<file path="config.mk">
export PLATFORM = sky130hd
export DESIGN_NAME = field_draw_scheduler_flat
export DESIGN_NICKNAME = d
export VERILOG_FILES = /design/src/rtl/field_draw_scheduler_if.sv /design/src/rtl/field_draw_scheduler.sv /design/src/flat_wrapper.sv
export SDC_FILE = /design/constraint.sdc
export NUM_CORES = 1
export LEC_CHECK = 0
export ABC_AREA = 1
export CAP_MARGIN = 20
export CORE_MARGIN = 2
export CORE_UTILIZATION = 42
export CTS_CLUSTER_DIAMETER = 60
export DETAILED_ROUTE_END_ITERATION = 8
export GPL_TIMING_DRIVEN = 0
export PLACE_DENSITY_LB_ADDON = 0.05
export SLEW_MARGIN = 10
export SYNTH_ARGS = -nofsm -noshare
export SYNTH_HDL_FRONTEND = slang
export SYNTH_SLANG_ARGS = --single-unit
export TNS_END_PERCENT = 1
</file>
<file path="constraint.sdc">
create_clock -name clk -period 1.8 [get_ports clk]
set_input_delay 0.36 -clock clk [delete_from_list [all_inputs] [get_ports clk]]
set_output_delay 0.36 -clock clk [all_outputs]
set_load 0.01 [all_outputs]
</file>
<file path="src/rtl/field_draw_scheduler_if.sv">
// rtl/field_draw_scheduler_if.sv - field BRAM read port and draw_block handshake bundle
interface field_draw_scheduler_if #(
  parameter int FIELD_ADDRW = 6,
  parameter int FIELD_DATAW = 96
);
  logic [FIELD_ADDRW-1:0] field_addr;
  logic [FIELD_DATAW-1:0] field_data;
  logic                   blk_start;
  logic                   blk_done;
  logic [31:0]            block_x;
  logic [31:0]            block_y;
  logic [31:0]            xn;
  logic [31:0]            yn;
  logic [31:0]            mag;

  modport master (
    output field_addr, blk_start, block_x, block_y, xn, yn, mag,
    input  field_data, blk_done
  );

  modport slave (
    input  field_addr, blk_start, block_x, block_y, xn, yn, mag,
    output field_data, blk_done
  );
endinterface

</file>
<file path="src/rtl/field_draw_scheduler.sv">
// rtl/field_draw_scheduler.sv - walks the velocity field row-major and fires draw_block once per cell
module field_draw_scheduler #(
  parameter int FIELD_WIDTH  = 8,
  parameter int FIELD_HEIGHT = 6,
  parameter int FIELD_SIZE   = FIELD_WIDTH * FIELD_HEIGHT,
  parameter int FIELD_ADDRW  = $clog2(FIELD_SIZE),
  parameter int FIELD_DATAW  = 96,
  parameter int BLOCK_SIZE   = 80,
  parameter int TIMEOUT      = 65535,
  parameter int TOW          = $clog2(TIMEOUT + 1)
) (
  input  logic clk,
  input  logic rst_n,
  input  logic start,
  output logic busy,
  output logic done,
  output logic timeout_err,
  field_draw_scheduler_if.master bus
);
  localparam int XW = (FIELD_WIDTH > 1) ? $clog2(FIELD_WIDTH) : 1;
  localparam int YW = (FIELD_HEIGHT > 1) ? $clog2(FIELD_HEIGHT) : 1;
  localparam logic [XW-1:0]          LAST_X    = XW'(FIELD_WIDTH - 1);
  localparam logic [FIELD_ADDRW-1:0] LAST_ADDR = FIELD_ADDRW'(FIELD_SIZE - 1);
  localparam logic [TOW-1:0]         WD_LAST   = TOW'(TIMEOUT - 1);

  typedef enum logic [2:0] {
    IDLE, ADDR, RDWAIT, LATCH, FIRE, WAIT_BLK, NEXT
  } state_t;

  state_t                 state, state_n;
  logic [XW-1:0]          fx, fx_n;
  logic [YW-1:0]          fy, fy_n;
  logic [TOW-1:0]         wd, wd_n;
  logic                   err_q, err_n;
  logic [FIELD_ADDRW-1:0] addr_q, addr_n;
  logic [31:0]            bx_q, bx_n, by_q, by_n;
  logic [31:0]            xn_q, xn_n, yn_q, yn_n, mag_q, mag_n;
  logic                   last_cell;

  // field_addr tracks the cell index, so it doubles as the end-of-frame marker
  assign last_cell = (addr_q == LAST_ADDR);

  always_comb begin
    state_n = state;
    fx_n    = fx;
    fy_n    = fy;
    wd_n    = wd;
    err_n   = err_q;
    addr_n  = addr_q;
    bx_n    = bx_q;
    by_n    = by_q;
    xn_n    = xn_q;
    yn_n    = yn_q;
    mag_n   = mag_q;
    case (state)
      IDLE: begin
        if (start) begin
          fx_n    = '0;
          fy_n    = '0;
          err_n   = 1'b0;
          addr_n  = '0;
          state_n = ADDR;
        end
      end
      ADDR:   state_n = RDWAIT;
      RDWAIT: state_n = LATCH;
      LATCH: begin
        xn_n    = bus.field_data[FIELD_DATAW-1 -: 32];
        yn_n    = bus.field_data[FIELD_DATAW-33 -: 32];
        mag_n   = bus.field_data[31:0];
        bx_n    = (32'(fx) * 32'(BLOCK_SIZE) + 32'(BLOCK_SIZE / 2)) << 16;
        by_n    = (32'(fy) * 32'(BLOCK_SIZE) + 32'(BLOCK_SIZE / 2)) << 16;
        state_n = FIRE;
      end
      FIRE: begin
        wd_n    = '0;
        state_n = WAIT_BLK;
      end
      WAIT_BLK: begin
        // a completion on the timeout cycle still counts as a clean finish
        if (bus.blk_done) begin
          state_n = NEXT;
        end else if (wd == WD_LAST) begin
          err_n   = 1'b1;
          state_n = NEXT;
        end else begin
          wd_n = wd + TOW'(1);
        end
      end
      NEXT: begin
        if (last_cell) begin
          fx_n    = '0;
          fy_n    = '0;
          addr_n  = '0;
          state_n = IDLE;
        end else begin
          if (fx == LAST_X) begin
            fx_n = '0;
            fy_n = fy + YW'(1);
          end else begin
            fx_n = fx + XW'(1);
          end
          addr_n  = FIELD_ADDRW'(32'(fy_n) * 32'(FIELD_WIDTH) + 32'(fx_n));
          state_n = ADDR;
        end
      end
      default: state_n = IDLE;
    endcase
  end

  always_ff @(posedge clk) begin
    if (!rst_n) begin
      state  <= IDLE;
      fx     <= '0;
      fy     <= '0;
      wd     <= '0;
      err_q  <= 1'b0;
      addr_q <= '0;
      bx_q   <= '0;
      by_q   <= '0;
      xn_q   <= '0;
      yn_q   <= '0;
      mag_q  <= '0;
    end else begin
      state  <= state_n;
      fx     <= fx_n;
      fy     <= fy_n;
      wd     <= wd_n;
      err_q  <= err_n;
      addr_q <= addr_n;
      bx_q   <= bx_n;
      by_q   <= by_n;
      xn_q   <= xn_n;
      yn_q   <= yn_n;
      mag_q  <= mag_n;
    end
  end

  assign busy           = (state != IDLE);
  assign done           = (state == NEXT) && last_cell;
  assign timeout_err    = err_q;
  assign bus.blk_start  = (state == FIRE);
  assign bus.field_addr = addr_q;
  assign bus.block_x    = bx_q;
  assign bus.block_y    = by_q;
  assign bus.xn         = xn_q;
  assign bus.yn         = yn_q;
  assign bus.mag        = mag_q;
endmodule

</file>
<file path="src/flat_wrapper.sv">
// flat-port wrapper written by rule: the top's interface ports become plain ports
module field_draw_scheduler_flat 
#(
  parameter int FIELD_WIDTH  = 8,
  parameter int FIELD_HEIGHT = 6,
  parameter int FIELD_SIZE   = FIELD_WIDTH * FIELD_HEIGHT,
  parameter int FIELD_ADDRW  = $clog2(FIELD_SIZE),
  parameter int FIELD_DATAW  = 96,
  parameter int BLOCK_SIZE   = 80,
  parameter int TIMEOUT      = 65535,
  parameter int TOW          = $clog2(TIMEOUT + 1)
)
  (clk, rst_n, start, busy, done, timeout_err, bus_field_addr, bus_blk_start, bus_block_x, bus_block_y, bus_xn, bus_yn, bus_mag, bus_field_data, bus_blk_done);
  field_draw_scheduler_if #(.FIELD_ADDRW(FIELD_ADDRW), .FIELD_DATAW(FIELD_DATAW)) bus_i ();
  input  logic clk;
  input  logic rst_n;
  input  logic start;
  output logic busy;
  output logic done;
  output logic timeout_err;
  output wire logic [$bits(bus_i.field_addr)-1:0] bus_field_addr;
  output wire logic [$bits(bus_i.blk_start)-1:0] bus_blk_start;
  output wire logic [$bits(bus_i.block_x)-1:0] bus_block_x;
  output wire logic [$bits(bus_i.block_y)-1:0] bus_block_y;
  output wire logic [$bits(bus_i.xn)-1:0] bus_xn;
  output wire logic [$bits(bus_i.yn)-1:0] bus_yn;
  output wire logic [$bits(bus_i.mag)-1:0] bus_mag;
  input wire logic [$bits(bus_i.field_data)-1:0] bus_field_data;
  input wire logic [$bits(bus_i.blk_done)-1:0] bus_blk_done;
  assign bus_field_addr = bus_i.field_addr;
  assign bus_blk_start = bus_i.blk_start;
  assign bus_block_x = bus_i.block_x;
  assign bus_block_y = bus_i.block_y;
  assign bus_xn = bus_i.xn;
  assign bus_yn = bus_i.yn;
  assign bus_mag = bus_i.mag;
  assign bus_i.field_data = bus_field_data;
  assign bus_i.blk_done = bus_blk_done;
  field_draw_scheduler #(.FIELD_WIDTH(FIELD_WIDTH), .FIELD_HEIGHT(FIELD_HEIGHT), .FIELD_SIZE(FIELD_SIZE), .FIELD_ADDRW(FIELD_ADDRW), .FIELD_DATAW(FIELD_DATAW), .BLOCK_SIZE(BLOCK_SIZE), .TIMEOUT(TIMEOUT), .TOW(TOW)) u_core (.clk(clk), .rst_n(rst_n), .start(start), .busy(busy), .done(done), .timeout_err(timeout_err), .bus(bus_i));
endmodule
</file>
==> impl_results.md <==
- Period utilization: a little over nine tenths
- Clock Pin Slew Worst Setup and Hold Paths: around 0.060 ns
- Post-synth cell types: 29
- Clk root buf: clkbuf_16
- Post-Route WL: between 15 and 20 mm
- Vias: just under 6k
- Crit path cell chain: nand2_1 > nor2_2 > inv_1 > nor2_2 > buf_2
- Clock sinks: 137
- Pwr Density: around 900 nW/um^2
- Final Hold Slack: 0.503 ns
- DIE HEIGHT: 122 microns
- Final setup violating endpoints: 0
- Sw Ratio: about 25%
- Num CTS Buffers: 17
- Hold Fails Final Rpt: 0
- Vias in the first global route: 5491
- LEAKAGE: 4.04 nW
- Critical Path Source Type: flip-flop
- Non-Filler Instances: 1273
- CTS HTree Levels: 4
- Maxcap violations: 0
- DP Worst Slack: -0.442 ns
- Max-slew headroom: between 60% and 70%
- Finished Core Util: approximately 66%
- Clock Power Share: roughly two fifths
- Number of antenna violations at the first check in global routing: 0
- Crit path capture type: output pin
- Clock Skew: 0.00652 ns
- NumNets Final: approximately 1.2k
- Sequential area share after synthesis: between 40% and 50%
- YS warnings: 0
- Gr usage total: ~22%
- Pre-antenna DRT Iters: 4
- Slowest CP cell: dfxtp_4
- Final WS setup: about 0.046 ns
- Number of diodes: 0
- CTS tree: done
- Crit path DAT: between 1 and 1.5 ns
- Worst Path Required: between 1 and 1.5 ns
- Synthesized area per cell: between 7 and 8 sq um
- Detailed-route DRC error count: 0
- Hold buffer count at cts: 0
- Post-DP HPWL: ~12 mm
- Placed insts: between 1k and 1.5k
- Syn-to-layout area delta: 55.8%
- F_max: between 0.5 and 0.6 GHz
- Die X: between 100 and 150 microns
- Routed Antenna Nets: 0
- Largest fanout on the critical path: 6
- Die footprint: ~15000 sq um
- Part of the power in registers: about 40%
- Fin crit period: 1.75 ns
- Largest net degree at the start of global routing: 17
- Status: completed
- DR WL met2: between 7 and 8 mm
- Num rows: 43
- Met1 wire length: approximately 6.8 mm
- CTS max path bufs: 2
- Area of the core: 13800 sq um
- Worst min path class: reg -> reg
- Peak VDD IR: just over 0.6 mV
- Total grt overflow: 0
- Combinational share of power: 17.9%
- Most common cell on crit path: nor2_2
- Critical path's top delay family: flip-flops
- Critical path class: reg -> out
- Measured slew at the worst slew-check pin: 0.501 ns
- Synth Cell Area: 5860 sq um
- Unrepaired setup endpoints after global routing: true
- Via density: around 4.5
- Clk_lat worst skew: 0.42 ns
- Internal Pwr Total: around 6 mW
- Port bufs: around 220
- Uppermost layer routed: met4
- NetSw: around 2.1 mW
- Worst Path Buf+Inv: 2
- #FFs+latches synth: between 100 and 150
- Post-Synthesis Cells: just under 800
- Pwr Total: 8.19 mW
- Met3 routed WL: approximately 1.6 mm
- Layout cells sized above 1: approximately an eighth
- Initial DRC count: around 310
- # IOs: 270
- Final GP Congestion: about 0.80
- CP peak stage delay: 0.41 ns
- Starting density of the core: 42.5%
- First-pass GRT wire length: 26.2 mm
- Slew Limit Fails: 0
- Routed WL per cell: 13.1 microns
-- worst min-delay path: stages, from the launching register on --
cell and delay, ns:
dfxtp_2 0.35, nor2_1 0.05, nor2_1 0.07
-- cell usage in the layout, fill, tap and decap left out, types with 4 or more instances in the layout --
| master | n |
|---|---|
| a21oi_1 | 28 |
| buf_2 | 13 |
| buf_4 | 56 |
| clkbuf_1 | 25 |
| clkbuf_16 | 17 |
| clkdlybuf4s50_1 | 212 |
| clkinv_2 | 6 |
| conb_1 | 48 |
| dfxtp_1 | 129 |
| dfxtp_2 | 5 |
| dlymetal6s2s_1 | 4 |
| ha_1 | 12 |
| inv_1 | 30 |
| nand2_1 | 84 |
| nand2_2 | 7 |
| nand3_1 | 16 |
| nor2_1 | 244 |
| nor2_2 | 4 |
| nor3_1 | 4 |
| o21ai_0 | 112 |
| xor2_1 | 4 |
-- power by group through the flow --
stage / clock [mW] / sequential (mW) / combinational [mW]
5_1_grt: 3.57 / 3.36 / 1.62
2_1_floorplan: 0 / 3.46 / 0.624
6_report: 3.39 / 3.33 / 1.47
3_5_place_dp: 0 / 3.39 / 1.45
4_1_cts: 3.44 / 3.33 / 1.46
3_3_place_gp: 0 / 3.38 / 1.45
-- flip-flops by register name, indices dropped and copies added, names as in the netlist --
register               flops
u_core.bus.block_x         8
u_core.bus.block_y         7
u_core.bus.field_addr      5
u_core.bus.mag            32
u_core.bus.xn             32
u_core.bus.yn             32
u_core.fy                  1
u_core.state               3
u_core.timeout_err         1
u_core.wd                 16
-- timing repair --
item / 4_1_cts / 5_1_grt
setup endpoints to repair: 10 / 110
resized for setup: 19 / 19
setup buffers: 0 / 3
endpoints found under the hold margin: 0 / 0
pin swaps: 0 / 4
-- layer usage --
layer  vias up  GRT usage [%]
met2       176           37.6
li1       2999              -
met4         0           6.82
met5         -              0
met3        22           9.83
met1      2576           25.4
-- per-stage QoR --
step	area [sq um]	TNS (ns)
global placement	8470	-27.54
floorplan	6030	0
CTS	9070	-0.204
global route	9130	-0.438
finish	9130	0
detailed placement	8470	-26.88
-- cell type report --
cell class                      count  area, sq um
Tap cell                          180          225
Buffer                             90          564
Timing Repair Buffer              224         2230
Inverter                           30          113
Multi-Input combinational cell    581         2660
Sequential cell                   137         2760
Clock inverter                      9         97.6
Clock buffer                       22          474
Fill cell                        1275         4650
-- cells by family after synthesis --
family / synth area share, %
DFF: 46.8
and+or+nand+nor: 25.3
xor gates and xnor gates: 0.897
buffers and inverters: 11.4
other: 0.0640
adders and majority gates: 2.78
AOI/OAI and AO/OA: 12.7
-- synthesized netlist by cell type, drive strengths merged --
master / number / area [sq um]
nor2: 250 / 958
dfxtp: 137 / 2740
o21ai: 113 / 577
nand2: 92 / 365
buf: 66 / 468
inv: 30 / 113
a21oi: 29 / 145
clkbuf: 24 / 90.1
nand3: 17 / 97.6
ha: 13 / 163
nor3: 5 / 25.0
xor2: 4 / 35.0
nand4: 2 / 12.5
xnor2: 2 / 17.5
a211oi: 1 / 7.51
a22oi: 1 / 7.51
conb: 1 / 3.75
nand3b: 1 / 7.51
nor3b: 1 / 7.51
nor4: 1 / 6.26
o221ai: 1 / 8.76
-- path summary, 6_finish.rpt --
kind	startpoint	end	slack [ns]	depth (start not counted)
min	u_core.bus.block_x[19]	u_core.bus.block_x[19]	0.50	2
max reg2reg	u_core.wd[0]	u_core.wd[4]	0.08	10
min reg2reg	u_core.bus.block_x[19]	u_core.bus.block_x[19]	0.50	2
max	u_core.state[2]	done	0.05	5
(Power assumes the default switching activity.)
==> RTL change 1 (same flow settings) <==
`FIELD_HEIGHT` is set to 6 in 2 places; all go to 3.
--- a/src/rtl/field_draw_scheduler.sv
+++ b/src/rtl/field_draw_scheduler.sv
@@ -1,7 +1,7 @@
 // rtl/field_draw_scheduler.sv - walks the velocity field row-major and fires draw_block once per cell
 module field_draw_scheduler #(
   parameter int FIELD_WIDTH  = 8,
-  parameter int FIELD_HEIGHT = 6,
+  parameter int FIELD_HEIGHT = 3,
   parameter int FIELD_SIZE   = FIELD_WIDTH * FIELD_HEIGHT,
   parameter int FIELD_ADDRW  = $clog2(FIELD_SIZE),
   parameter int FIELD_DATAW  = 96,
--- a/src/flat_wrapper.sv
+++ b/src/flat_wrapper.sv
@@ -2,7 +2,7 @@
 module field_draw_scheduler_flat 
 #(
   parameter int FIELD_WIDTH  = 8,
-  parameter int FIELD_HEIGHT = 6,
+  parameter int FIELD_HEIGHT = 3,
   parameter int FIELD_SIZE   = FIELD_WIDTH * FIELD_HEIGHT,
   parameter int FIELD_ADDRW  = $clog2(FIELD_SIZE),
   parameter int FIELD_DATAW  = 96,
Interface: changed (resized bus_field_addr); port bits go from 270 to 269. The function was not compared with the original's and may differ.
==> RTL change 1 against the original RTL <==
- utilization up 0.60 points
- setup slack improved by 2.2 ps
- die area shrank 3.5%
- sequential share of layout area up 0.33 points
- total power is 11% lower
- sequential cell count decreased by 3
- global-route usage rose by 0.53 points
- count of clock-buffer cells in the layout grew 4
- final area decreased by 3.4%
- wire length is 2.0% lower
- first-iteration DRC count decreased by 5.9%
- synthesized area down 3.7%
- via count shrank 3.3%
- hold slack got worse by 26 ps
- largest cell class unchanged
==> RTL change 1: results (changes against the original RTL) <==
[routing]
wl_met2_um=7820  ; was 7960 um
wl_um=16300  ; was 16600 um
via_per_inst=4.53  ; about the same
met3_length_um=1290  ; was 1590 um
drt_iter0_drc=287  ; was 305
wl_per_cell_um=13.2  ; was 13.1 um

[power]
switching_share=0.227  ; was 0.255
power_frac_comb=0.128  ; was 0.179
ir_drop_uv=572  ; was 623 uV
power.leakage_nw=3.50  ; was 4.04 nW
p_clk_frac=0.443  ; was 0.414

[finish]
fillCellCount=1195  ; was 1275
inverters=26  ; was 30
nClkBuffers=26  ; was 22
buffer_area_frac=0.315  ; was 0.307
area_share_clock_buf_inv=0.0617  ; was 0.0626
nFlopsAndLatches=134  ; was 137
multi_input_area_sq_um=2490  ; was 2660 sq um
multi_input_cells=557  ; was 581
fin_util=0.669  ; was 0.663
nonClockBufferCount=310  ; was 314

[placement]
dp_hpwl_um=12100  ; was 12200 um
pre_cts_slack_ps=-473  ; was -442 ps
io_buffers=218  ; was 221
gp_congestion=0.832  ; was 0.801
place_area_sq_um=8230  ; was 8470 sq um
dp.cells=1201  ; was 1239

[clock_network]
cts.repair.resized=17  ; was 19

[global_routing]
grt_pass1_wl_um=25600  ; was 26200 um
grtUsageTotal=0.228  ; was 0.223
first_global_vias=4986  ; was 5491

[die]
core_area_sq_um=13200  ; was 13800 sq um

[synthesis]
yosys-top-cells-count=nor2_1, dfxtp_1, o21ai_0  ; unchanged
synth_compound_area_frac=0.129  ; was 0.127
ys_top_cells_by_area=dfxtp_1, nor2_1, o21ai_0, buf_4, nand2_1  ; unchanged
syn_avg_cell_area_sq_um=7.45  ; was 7.41 sq um
synth-adder-area-share=0.0222  ; was 0.0278
synth_cell_types=35  ; was 29

[worst_setup_path]
cp_slowest_cell=clkdlybuf4s50_1  ; was dfxtp_4
worstPathMaxFanout=3  ; was 6
critical_path.max_stage_delay_ps=520  ; was 410 ps

[timing]
skew_ps=18.7  ; was 6.52 ps
relSlewSlack=0.603  ; was 0.666

[run_status]
status=complete, no violations  ; unchanged

## RTL change 1: changes by cell type after synthesis, sizes merged, moves of 3 or more
cell and delta:
a21oi -4, inv -5, ha -3, nand2 -16
dfxtp -3
## RTL change 1: tightest hold or removal path, delay by kind of cell (launching register included)
kind             cells  cell delay, ps
DFF                  1             320
and+or+nand+nor      2             130
## RTL change 1: metal layers
metal | global-route usage | vias to the layer above
met5 | 0 | -
met4 | 0.0993 | 0
met3 | 0.0751 | 32
met2 | 0.380 | 205
met1 | 0.268 | 2441
li1 | - | 2902
## RTL change 1: path summary, 6_finish.rpt
check / slack, ps / endpoint / depth (start not counted) / startpoint
hold reg to reg: 480 / u_core.bus.yn[10] / 2 / u_core.bus.yn[10]
hold / removal: 480 / u_core.bus.yn[10] / 2 / u_core.bus.yn[10]
setup / recovery: 50 / bus_block_y[19] / 2 / u_core.bus.block_x[19]
setup reg to reg: 240 / u_core.wd[9] / 10 / u_core.wd[0]
==> RTL change 2 (same settings) <==
Without the edit above. The 7 states of `state_t` get a one-hot encoding in 7 bits.
--- a/src/rtl/field_draw_scheduler.sv
+++ b/src/rtl/field_draw_scheduler.sv
@@ -23,8 +23,8 @@
   localparam logic [FIELD_ADDRW-1:0] LAST_ADDR = FIELD_ADDRW'(FIELD_SIZE - 1);
   localparam logic [TOW-1:0]         WD_LAST   = TOW'(TIMEOUT - 1);
 
-  typedef enum logic [2:0] {
-    IDLE, ADDR, RDWAIT, LATCH, FIRE, WAIT_BLK, NEXT
+  typedef enum logic [6:0] {
+    IDLE = 7'b0000001, ADDR = 7'b0000010, RDWAIT = 7'b0000100, LATCH = 7'b0001000, FIRE = 7'b0010000, WAIT_BLK = 7'b0100000, NEXT = 7'b1000000
   } state_t;
 
   state_t                 state, state_n;
Formal check against the unedited RTL: same outputs for any inputs over 10 cycles, from zero or initial values and one cycle with rst_n low; not proved beyond that.
==> RTL change 2 against the original RTL <==
- synthesized area up 3.9%
- final area up 2.3%
- sequential cell count rose by 4
- setup slack got worse by 34 ps
- register-to-register slack about the same
- wire length increased by 7.4%
- count of clock-buffer cells in the layout increased by 1
- hold slack worse by 160 ps
Power is not compared: it rests on default switching activity, and its combinational part moved more than twofold at a synthesized area within 25%.
==> RTL change 2: results (changes against the original RTL) <==
[placement]
dp_hpwl_um=13300  ; was 12200 um
io_buffers=220  ; was 221
pre_cts_slack_ps=-250  ; was -442 ps
gp_congestion=0.836  ; was 0.801

[synthesis]
ys_top_cells_by_area=dfxtp_1, nor2_1, buf_4, o21ai_0, nand2_1  ; was dfxtp_1, nor2_1, o21ai_0, buf_4, nand2_1
yosys-top-cells-count=nor2_1, dfxtp_1, o21ai_0  ; unchanged
synth_ff_type=dfxtp_1  ; unchanged
synth-seq-area-share=0.464  ; was 0.468
synth_edf_count=0  ; unchanged
synth.yosys.warnings=0  ; unchanged
synth_cell_types=31  ; was 29

[global_routing]
first_global_vias=5284  ; was 5491
grt_pass1_wl_um=28000  ; was 26200 um
grt_start_max_net_pins=17  ; unchanged
antenna_found_initial=0  ; unchanged
grtUsageTotal=0.227  ; was 0.223

[power]
ir_drop_uv=635
internal_power_mw=5.38

[worst_setup_path]
critical_path.max_stage_delay_ps=360  ; was 410 ps
cp_data_arrival_time_ps=1430  ; was 1390 ps
worstPathMaxFanout=4  ; was 6
cp_slowest_cell=dfxtp_4  ; unchanged

[finish]
fin_nets=1219  ; was 1194
drive_gt1_frac=0.129  ; was 0.117

[clock_network]
cts.htree.levels=4  ; unchanged

[routing]
drt_iter0_drc=339  ; was 305
via_per_inst=4.58  ; was 4.53
wl_met2_um=8370  ; was 7960 um
met3_length_um=1140  ; was 1590 um
wl_per_cell_um=13.8  ; was 13.1 um
drt-met1-wl_um=7930  ; was 6840 um

[timing]
skew_ps=4.25  ; was 6.52 ps
tightest_slew_ps=631  ; was 501 ps
hold_viol=0  ; unchanged

[run_status]
status=complete, no violations  ; unchanged

[hold_path]
hold_class=in -> reg  ; was reg -> reg

-- RTL change 2: cell types whose count changed in the layout (fill, tap and decap cells not counted), moves of 7 or more --
| cell | change |
|---|---|
| buf_4 | +12 |
| nand3_1 | +16 |
| inv_1 | +8 |
| nand4_1 | +7 |
| o21ai_0 | -29 |
| nand2_1 | -22 |
| o21ai_1 | +27 |
| buf_2 | -7 |
-- RTL change 2: cell families (layout without fill, tap and decap cells) --
family / after synthesis / in the layout / share of synthesized area
AOI/OAI and AO/OA: 137 / 137 / 0.113
xor gates and xnor gates: 9 / 9 / 0.0130
adders and majority gates: 13 / 13 / 0.0267
buffers and inverters: 133 / 386 / 0.123
DFF: 141 / 141 / 0.464
other: 1 / 48 / 0.000616
and+or+nand+nor: 379 / 379 / 0.259
-- RTL change 2: layout make-up --
cell class / instances / area (sq um)
well taps: 180 / 225
clock buffers: 23 / 488
plain buffers: 90 / 592
repair buffers: 227 / 2260
fillers: 1286 / 4700
inverters: 43 / 161
flip-flops and latches: 141 / 2850
clock inverters: 3 / 15.0
multi-input cells: 586 / 2760
-- RTL change 2: through the flow --
stage / std cells / cell area [sq um]
after CTS: 1292 / 9260
after global routing: 1293 / 9340
after detailed placement: 1260 / 8690
final: 1293 / 9340
after floorplan: 860 / 6260
after global placement: 1260 / 8690
-- RTL change 2: worst max-delay path, delay by kind of cell, from the launching register on --
kind / cells / cell delay [ps]
simple gates: 3 / 460
flops: 1 / 360
buf+inv: 2 / 190
-- RTL change 2: per-layer routing --
layer | up-vias | track usage
met5 | - | 0
met4 | 0 | 0.0833
met3 | 32 | 0.0576
met2 | 193 | 0.373
met1 | 2606 | 0.290
li1 | 3087 | -
-- RTL change 2: worst paths after layout --
path	from	endpoint	slack, ps	cells after the start
min	rst_n	u_core.bus.block_x[23]	350	3
max reg2reg	u_core.state[0]	u_core.bus.yn[30]	80	8
max	u_core.state[2]	busy	10	5
min reg2reg	u_core.bus.block_x[26]	u_core.bus.block_x[26]	480	2
-- RTL change 2: repair_timing --
action | in CTS | in global routing
gates resized for setup | 20 | 35
setup endpoints to repair | 9 | 34
setup buffers | 6 | 1
pin swaps | 6 | 10
-- RTL change 2: power by group through the flow --
| stage | Sequential, mW | Combinational [mW] | Clock (mW) |
|---|---|---|---|
| finish | 3.16 | 0.670 | 3.07 |
| global placement | 3.23 | 0.607 | 0 |
| CTS | 3.16 | 0.628 | 3.11 |
| floorplan | 3.23 | 0.311 | 0 |
| detailed placement | 3.23 | 0.607 | 0 |
| global route | 3.16 | 0.734 | 3.25 |
